<file path="src/rtl/ln_range_reduce.sv">
// ----------------------------------------------------------------------------
// ln_range_reduce
//   Range-reduction front end for the hyperbolic-CORDIC ln path. Normalises an
//   unsigned Q2.14 operand x to m in [1.0, 2.0) and a signed exponent k with
//   x = m * 2^k. The block does one shift per clock and uses valid/ready
//   handshakes on both sides.
//
// Ports
//   clk, rst       rising-edge clock, asynchronous active-high reset
//   in_valid/x     operand handshake (x is unsigned Q2.14)
//   in_ready       high only in IDLE
//   out_valid      high only in DONE; m/k/zero_err stay stable while it is high
//   out_ready      consumer accepts the result
//   m              normalised mantissa, Q2.14
//   k              signed exponent, range -14..+1
//   zero_err       operand was zero; m and k are 0
//   ln2_term       k*ln2 in signed Q16.16 (only when LN2_TERM_EN is defined)
//
// Configuration macro: LN2_TERM_EN adds the ln2_term output.
// ----------------------------------------------------------------------------
module ln_range_reduce (
   input  logic        clk,
   input  logic        rst,
   input  logic        in_valid,
   output logic        in_ready,
   input  logic [15:0] x,
   output logic        out_valid,
   input  logic        out_ready,
   output logic [15:0] m,
   output logic [4:0]  k,
`ifdef LN2_TERM_EN
   output logic        zero_err,
   output logic [31:0] ln2_term
`else
   output logic        zero_err
`endif
);

   typedef enum logic [1:0] {S_IDLE, S_SHIFT, S_DONE} state_t;

   state_t      r_state;
   logic        r_in_ready;
   logic        r_out_valid;
   logic [15:0] r_work;
   logic [4:0]  r_k;
   logic        r_zero;

`ifdef LN2_TERM_EN
   logic [31:0] r_ln2;
   logic [31:0] w_ln2;
   // Signed k times ln2 (Q16.16). The product is taken modulo 2^32, so a
   // sign-extended k gives the correct two's-complement result.
   assign w_ln2    = {{27{r_k[4]}}, r_k} * 32'd45426;
   assign ln2_term = r_ln2;
`endif

   assign in_ready  = r_in_ready;
   assign out_valid = r_out_valid;
   assign m         = r_work;
   assign k         = r_k;
   assign zero_err  = r_zero;

   // DONE spends its first cycle raising out_valid. The result is already
   // final at that point, so this only sets the latency: the handshake flags
   // are pure registered decodes of the state.
   // A nonzero operand always has a set bit, so SHIFT reaches bit 14 after
   // at most one right shift or at most 14 left shifts. The loop is bounded
   // without needing a counter.
   always_ff @(posedge clk or posedge rst) begin
      if (rst) begin
         r_state     <= S_IDLE;
         r_in_ready  <= 1'b1;
         r_out_valid <= 1'b0;
         r_work      <= 16'h0000;
         r_k         <= 5'd0;
         r_zero      <= 1'b0;
`ifdef LN2_TERM_EN
         r_ln2       <= 32'h0;
`endif
      end else begin
         case (r_state)
            S_IDLE: begin
               if (in_valid) begin
                  r_in_ready <= 1'b0;
                  r_k        <= 5'd0;
                  r_work     <= x;
                  if (x == 16'h0000) begin
                     r_zero  <= 1'b1;
`ifdef LN2_TERM_EN
                     r_ln2   <= 32'h0;
`endif
                     r_state <= S_DONE;
                  end else begin
                     r_zero  <= 1'b0;
                     r_state <= S_SHIFT;
                  end
               end
            end
            S_SHIFT: begin
               if (r_work[15]) begin
                  // Only possible on the first pass (x >= 2.0). LSB is dropped.
                  r_work <= {1'b0, r_work[15:1]};
                  r_k    <= r_k + 5'd1;
               end else if (r_work[14]) begin
`ifdef LN2_TERM_EN
                  r_ln2   <= w_ln2;
`endif
                  r_state <= S_DONE;
               end else begin
                  r_work <= {r_work[14:0], 1'b0};
                  r_k    <= r_k - 5'd1;
               end
            end
            S_DONE: begin
               if (!r_out_valid) begin
                  r_out_valid <= 1'b1;
               end else if (out_ready) begin
                  r_out_valid <= 1'b0;
                  r_in_ready  <= 1'b1;
                  r_state     <= S_IDLE;
               end
            end
            default: begin
               r_state     <= S_IDLE;
               r_in_ready  <= 1'b1;
               r_out_valid <= 1'b0;
            end
         endcase
      end
   end

endmodule

</file>
<file path="config.mk">
export PLATFORM = sky130hd
export DESIGN_NAME = ln_range_reduce
export DESIGN_NICKNAME = d
export VERILOG_FILES = /design/src/rtl/ln_range_reduce.sv
export SDC_FILE = /design/constraint.sdc
export NUM_CORES = 1
export LEC_CHECK = 0
export BUFFER_PORTS_ARGS = -buffer_cell sky130_fd_sc_hd__clkbuf_2
export CAP_MARGIN = 10
export CORE_MARGIN = 2
export CORE_UTILIZATION = 45
export DETAILED_ROUTE_END_ITERATION = 16
export PLACE_DENSITY = 0.76
export SLEW_MARGIN = 5
export SYNTH_ARGS = -nofsm -noshare
export SYNTH_HDL_FRONTEND = slang
export SYNTH_SLANG_ARGS = --single-unit
export TNS_END_PERCENT = 10
</file>
<file path="constraint.sdc">
create_clock -name clk -period 5.6 [get_ports clk]
set_input_delay 0.84 -clock clk [delete_from_list [all_inputs] [get_ports clk]]
set_output_delay 0.84 -clock clk [all_outputs]
set_load 0.02 [all_outputs]
</file>
==> results by group, run 1 <==
Synth
  – Syn. warnings: 0
  – Mux share of post-synthesis cell area: 0.0281
  – Flip-flop and latch count after synthesis: 26
  – Complex-gate fraction of the synthesized area: 0.253
  – Distinct cells, synth: 42
  – Gate Count Post-Synth: 165
  – Post-synthesis adder-cell area fraction: 0.0380
  – Synthesized area per cell: ~9.2 um2
  – Post-synthesis cell area: ~1500 um2
  – Synth Area in XOR/XNOR: 0.0174
  – Synth Area in Simple Gates: 0.164
  – Sequential area share after synthesis: 0.431
  – Largest family of logic cells by synthesized area: compound AO/OA/AOI/OAI gates
  – Syn_nets: about 190

Critical path
  – Reg2Reg Setup Slack: roughly 3100 ps
  – Worst r2r dst: k[4]
  – R2R Path Start: m[15]
  – CP cell instances: inv_2 -> fa_1 -> a21o_1 -> a21oi_1 -> mux2i_1 -> o211ai_1
  – CP Capture Type: flop
  – Slowest stage delay, CP: just under 900 ps
  – CP Data Arrival Time: approximately 2800 ps
  – Worst reg2reg path depth: 6
  – Critical path's slowest cell: dfrtp_1
  – Crit Path Max Fanout: 26
  – CP required: ~5800 ps
  – WS Path Type: flop to flop
  – CP startpoint kind: flop

Drt
  – Post-route ant nets: 0
  – DRT Pass-1 Iters: 4
  – Final wirelength: ~3300 um
  – Iter 0 DRT Violations: 54
  – Wire per inst: about 13 um
  – Vias: 1,355
  – Vias/cell: ~5.5
  – DRC: 0

STA
  – Relative slew slack: 0.255
  – Max Slew Vio Count: 0
  – Clock skew: 9.96 ps
  – Final hold vios: 0
  – Fin Setup TNS: 0 ps
  – Crit share post-route: 0.453
  – RSZ-0062 raised after global routing: no
  – Fmax: between 300 and 400 MHz
  – Slew @ Worst Pin: roughly 1100 ps
  – Crit path time final: 2540 ps
  – Worst hold slack: roughly 540 ps
  – # setup viols final: 0

Final layout
  – Ant diodes: 0
  – FILL cells: between 300 and 400
  – Share of cells above drive strength 1: 0.260
  – Most common cell after layout, fill and taps aside: clkbuf_2
  – Commonest cells after routing, fill and taps aside: clkbuf_2, dfrtp_1, nand2_1, o21ai_0, a21oi_1
  – Final-stage net count: ~230
  – Layout Area Growth over Synthesis: 15.1%

Floorplanning
  – Ports: 44
  – Die W: ~62 um
  – Row cnt: 21
  – Full die area: roughly 3800 um2
  – Core area: between 3000 and 4000 um2
  – Die Height: 62.0 um
  – Initial core utilization: 0.461

Run status
  – Status: completed

CTS
  – Clk buf depth: 2
  – CTS H-tree lvls: 1
  – CTS Buf Count: 3
  – CTS tree: done
  – Hold buffers post-CTS: 0
  – Post-CTS Setup Bufs: 0
  – Root Driver: clkbuf_4
  – Sink Count: 26
  – Worst-Skew Late Latency: around 320 ps
  – CTS resizes: 0
  – Clk slew on worst S/H paths: 140 ps

Global routing
  – Antenna violations before repair: 0
  – First-pass GRT wire length: between 5000 and 6000 um
  – Largest net degree at the start of global routing: 27
  – Vias in the first global route: roughly 1,200
  – Total track usage: 0.195
  – Total grt overflow: 0

Worst hold path
  – WHS Path Cells: 2
  – Hold endpoint: in_ready
  – Hold Crit Class: flop to flop
  – Beginning of the worst hold path: in_ready

Run
  – Max-Cap Viols: 0

Power
  – Reported net switching power: 0.494 mW
  – Leak: between 0.8 and 0.9 nW
  – Sequential Power Share: 0.386
  – Sw Ratio: 0.489
  – Clock power frac: 0.080
  – Pint: roughly 0.52 mW
  – Combinational share of power: 0.534
  – Maximum vdd drop: 0.000237 V
  – Pwr dens: 581 nW/um2

Placement
  – DP HPWL: approximately 2400 um
  – Gpl congestion: a little over 0.8
  – Port Buffer Count: 43
how the worst max path moves through the flow:
stage,startpoint,endpoint,cells after the start
after floorplan,m[15],k[4],6
after global placement,m[15],k[4],6
after detailed placement,m[15],k[4],6
after CTS,m[15],k[4],6
after global routing,m[15],k[4],6
final,m[15],k[4],6
sequential cells by signal (all words and copies together), names as in the netlist:
register   flops
in_ready       1
k              5
m             16
out_valid      1
r_state        2
zero_err       1
routing by layer:
layer  part of all wire  GRT usage  vias up
met2               0.47      0.308       43
met4             0.0094     0.0790        0
met5                  0          0        -
met3              0.049     0.0331        4
li1                   -          -      670
met1               0.47      0.267      638
metrics by stage:
step / setup slack (ps) / instances / util / total power [mW] / area [um2]
after global placement: 3190 / 242 / 0.522 / 0.924 / 1720
final: 3060 / 246 / 0.530 / 1.01 / 1740
after CTS: 3050 / 246 / 0.530 / 1.02 / 1740
after detailed placement: 3070 / 242 / 0.522 / 0.936 / 1720
after global routing: 2890 / 246 / 0.530 / 1.12 / 1740
after floorplan: 3580 / 165 / - / 0.808 / 1510
critical path: cells and delay by family, from the launching register on:
family,cells,cell delay (ps)
mux,1,240
compound gates,3,550
fa+ha+maj,1,510
buf+inv,1,260
flops,1,870
power groups by stage:
| stage | combinational [mW] | clock (mW) | sequential (mW) |
|---|---|---|---|
| final | 0.540 | 0.0811 | 0.390 |
| after global routing | 0.619 | 0.0954 | 0.407 |
| after CTS | 0.545 | 0.0841 | 0.390 |
| after detailed placement | 0.543 | 0 | 0.393 |
| after global placement | 0.533 | 0 | 0.391 |
| after floorplan | 0.379 | 0 | 0.429 |
Yosys cell counts (all sizes together):
| cell type | count | area share |
|---|---|---|
| mux2 | 2 | 0.015 |
| xnor2 | 2 | 0.012 |
| dfrtp | 25 | 0.41 |
| clkbuf | 1 | 0.0025 |
| nand2 | 24 | 0.060 |
| nor4 | 4 | 0.017 |
| a221o | 1 | 0.0066 |
| o311ai | 4 | 0.023 |
| o21ai | 16 | 0.053 |
| nor3b | 2 | 0.0099 |
| xor2 | 1 | 0.0058 |
| or2 | 1 | 0.0041 |
| ha | 3 | 0.025 |
| buf | 11 | 0.044 |
| nand4 | 1 | 0.0041 |
| nand3 | 1 | 0.0033 |
| mux2i | 2 | 0.013 |
| a21oi | 10 | 0.033 |
| a22o | 1 | 0.0058 |
| o21a | 1 | 0.0050 |
| o221ai | 3 | 0.017 |
| o31ai | 3 | 0.015 |
| a21o | 5 | 0.025 |
| nor2 | 8 | 0.020 |
| o311a | 1 | 0.0066 |
| nand2b | 4 | 0.017 |
| nor3 | 2 | 0.0066 |
| and3 | 1 | 0.0041 |
| o21bai | 1 | 0.012 |
| nor2b | 2 | 0.013 |
| nor4b | 1 | 0.0058 |
| inv | 9 | 0.022 |
| a31oi | 1 | 0.0041 |
| o211ai | 5 | 0.025 |
| fa | 1 | 0.013 |
| a221oi | 3 | 0.017 |
| dfstp | 1 | 0.017 |
| o22ai | 1 | 0.0041 |
layout make-up:
cell class / instances / area [um2] / share of cell area
repair buffers: 43 / 215 / 0.124
clock buffers: 4 / 26.3 / 0.0151
multi-input cells: 118 / 757 / 0.435
flip-flops and latches: 26 / 652 / 0.374
inverters: 9 / 33.8 / 0.0194
well taps: 46 / 57.6 / 0.0330
kinds of logic (layout without fill, tap and decap cells):
kind of cell	Yosys count	after routing
buffers and inverters	21	56
muxes	4	4
xor gates and xnor gates	3	3
adders and majority gates	4	4
AOI/OAI and AO/OA	56	56
and+or+nand+nor	51	51
DFF	26	26
No activity file was read; power rests on OpenSTA's default activity.
==> inputs of run 2 (changes only) <==
Settings changed: ABC_AREA set to 1, PLACE_DENSITY 0.76 to 0.78.
Clock period 5.6 ns to 2.3 ns, I/O delays scaled along.
==> run 2 against run 1 <==
  * Clock power rose to 3.9 times the previous value
  * Setup slack got worse by 2400 ps
  * Non-clock buffer count rose by 3
  * Power rose to 2.6 times the previous value
==> results by group, run 2 <==
Synth
  – Distinct cells, synth: 26 (-38%)
  – Primary FF master, synth: dfrtp_1
  – Area share of the largest cell type after synthesis: 0.407 (-0.00607)
  – Post-synthesis cell area: 1540 um2 (+1.5%)
  – Async set-reset flop share out of synthesis: 1.00 (unchanged)
  – Sequential area share after synthesis: 0.425 (-0.00632)
  – Synthesized area per cell: 7.38 um2 (-19%)
  – Largest area contributor in the synthesized netlist: dfrtp_1
  – Synth top cells by count: nand2_1, nand3_1, dfrtp_1
  – Syn_nets: 232 (+23%)
  – Synth area leaders: dfrtp_1, nand2_1, nand3_1, nor2_1, o21ai_0
  – EDFF count, synth: 0 (unchanged)
  – Flip-flop and latch count after synthesis: 26 (unchanged)
  – Most common cell in the netlist: nand2_1
  – Gate Count Post-Synth: 208 (+26%)
  – Syn. warnings: 0 (unchanged)

Final layout
  – Reg area: 652 um2 (unchanged)
  – Area occupied by multi-input gates: 795 um2 (+5.0%)
  – Ant diodes: 0 (unchanged)
  – Layout Cells excl Fill: 297 (+21%)
  – Share of cells above drive strength 1: 0.255 (-0.00502)
  – Number of flip-flops in the largest register: 16 (unchanged)
  – Layout Area Growth over Synthesis: 19.6%
  – FILL cells: 329 (+4.8%)
  – Most common cell after layout, fill and taps aside: nand2_1
  – Commonest cells after routing, fill and taps aside: nand2_1, clkbuf_2, nand3_1, dfrtp_1, nor2_1
  – Final-stage net count: 276 (+23%)
  – Design Area, Final: 1840 um2 (+5.5%)

Power
  – Pwr dens: 1410 nW/um2 (+140%)
  – Pint: 1.33 mW (+160%)
  – Maximum vdd drop: 0.000577 V (+140%)
  – Combinational share of power: 0.547 (+0.013)
  – Reported net switching power: 1.26 mW (+160%)
  – Clock power frac: 0.123 (+0.043)
  – Sequential Power Share: 0.330 (-0.056)
  – Sw Ratio: 0.488 (-0.00108)
  – Leak: 0.950 nW (+15%)

Global routing
  – Total grt overflow: 0 (unchanged)
  – Total track usage: 0.195 (-0.000221)
  – First-pass GRT wire length: 6140 um (+11%)
  – Vias in the first global route: 1,416 (+14%)
  – Largest net degree at the start of global routing: 27 (unchanged)
  – Antenna violations before repair: 0 (unchanged)

Drt
  – Wire per inst: 11.6 um (-14%)
  – DRT Pass-1 Iters: 4 (unchanged)
  – Final wirelength: 3440 um (+4.3%)
  – DRC: 0 (unchanged)
  – Vias: 1,482 (+9.4%)
  – Vias/cell: 4.99 (-9.4%)
  – Iter 0 DRT Violations: 107 (+98%)
  – Post-route ant nets: 0 (unchanged)

Placement
  – DP HPWL: 2580 um (+6.3%)
  – Inst Count DP: 293 (+21%)
  – Port Buffer Count: 43 (unchanged)
  – Gpl congestion: 0.858 (+3.4%)
  – Dpl ws: 683 ps (-2390 ps)
  – DP Area: 1780 um2 (+4.0%)

STA
  – Max Slew Vio Count: 0 (unchanged)
  – RSZ-0062 raised after global routing: no
  – Clock skew: 1.24 ps (-8.72 ps)
  – Fmax: 609 MHz (+54%)
  – # setup viols final: 0 (unchanged)
  – Crit share post-route: 0.714 (+0.261)
  – Crit path time final: 1640 ps (-892 ps)
  – Final hold vios: 0 (unchanged)
  – Relative slew slack: 0.682 (+0.427)
  – Final worst setup slack: 657 ps (-2410 ps)
  – Slew @ Worst Pin: 476 ps (-639 ps)
  – Fin Setup TNS: 0 ps (unchanged)

CTS
  – CTS tree: done
  – Clk buf depth: 2 (unchanged)
  – CTS Buf Count: 3 (unchanged)
  – Sink Count: 26 (unchanged)
  – Clk slew on worst S/H paths: 140 ps (about the same)
  – Worst-Skew Late Latency: 330 ps (about the same)
  – CTS H-tree lvls: 1 (unchanged)
  – CTS resizes: 0 (unchanged)
  – Post-CTS Setup Bufs: 0 (unchanged)
  – Hold buffers post-CTS: 0 (unchanged)
  – Root Driver: clkbuf_4

Critical path
  – CP Capture Type: flop
  – CP Data Arrival Time: 1910 ps (-840 ps)
  – Worst r2r dst: k[4]
  – Reg2Reg Setup Slack: 660 ps (-2410 ps)
  – R2R Path Start: m[15]
  – CP cell instances: buf_4 -> inv_1 -> fa_1 -> nand3_1 -> nand2_1 -> nand2_1 -> nand2_1 -> o21ai_0
  – Crit Path Max Fanout: 8 (-69%)
  – Critical path's most frequent cell: nand2_1
  – CP required: 2570 ps (-3240 ps)
  – CP startpoint kind: flop
  – Slowest stage delay, CP: 480 ps (-390 ps)
  – Worst reg2reg path depth: 8 (+2)
  – WS Path Type: flop to flop
  – Critical path's slowest cell: fa_1

Floorplanning
  – Row cnt: 21 (unchanged)
  – Die Height: 62.4 um (+0.69%)
  – Die W: 62.4 um (+0.69%)
  – Core area: 3310 um2 (+0.80%)
  – Initial core utilization: 0.464 (+0.00315)
  – Ports: 44 (unchanged)
  – Full die area: 3900 um2 (+1.4%)

Worst hold path
  – Hold Crit Class: input pin to async pin

Run status
  – Status: completed

Run
  – Max-Cap Viols: 0 (unchanged)
[run 2: power by group through the flow]
stage / clock, mW / sequential, mW / combinational (mW)
CTS: 0.328 / 0.854 / 1.43
global route: 0.355 / 0.880 / 1.61
finish: 0.320 / 0.855 / 1.42
floorplan: 0 / 1.04 / 0.880
global placement: 0 / 0.860 / 1.41
detailed placement: 0 / 0.866 / 1.43
[run 2: worst max-delay path, delay by kind of cell, from the launching register on]
| family | cells | cell delay, ps |
|---|---|---|
| compound gates | 1 | 140 |
| fa+ha+maj | 1 | 480 |
| flops | 1 | 390 |
| buf+inv | 2 | 300 |
| simple gates | 4 | 280 |
[run 2: final cells by class]
| type | instances | area share |
|---|---|---|
| inverters | 10 | 0.0232 |
| repair buffers | 46 | 0.129 |
| clock inverters | 1 | 0.0163 |
| flip-flops and latches | 26 | 0.355 |
| well taps | 46 | 0.0313 |
| clock buffers | 3 | 0.0123 |
| multi-input cells | 165 | 0.433 |
[run 2: worst max-delay path by stage]
stage	from	endpoint	slack [ps]	depth (start not counted)
2_1_floorplan	m[15]	k[4]	650	8
3_3_place_gp	m[15]	k[4]	760	8
3_5_place_dp	m[15]	k[4]	680	8
4_1_cts	m[15]	k[4]	660	8
5_1_grt	m[15]	k[4]	520	8
6_report	m[15]	k[4]	660	8
[run 2: logic make-up after synthesis]
logic type                 share of synthesized area
and+or+nand+nor                                0.401
DFF                                            0.425
AOI/OAI and AO/OA                             0.0677
buffers and inverters                         0.0579
adders and majority gates                     0.0375
xor gates and xnor gates                      0.0114
[run 2: per-stage QoR]
stage          power (mW)  hold slack, ps  utilization
5_1_grt              2.84            50.3        0.555
4_1_cts              2.62            35.5        0.555
3_3_place_gp         2.27             397        0.539
3_5_place_dp         2.29             412        0.539
2_1_floorplan        1.92             384            -
6_report             2.59            30.8        0.555
[run 2: per-layer routing]
metal | global-route usage | up-vias | part of all wire
met5 | 0 | - | 0
met2 | 0.312 | 41 | 0.47
met1 | 0.257 | 685 | 0.46
met4 | 0.0806 | 0 | 0.013
met3 | 0.0432 | 6 | 0.059
li1 | - | 750 | -
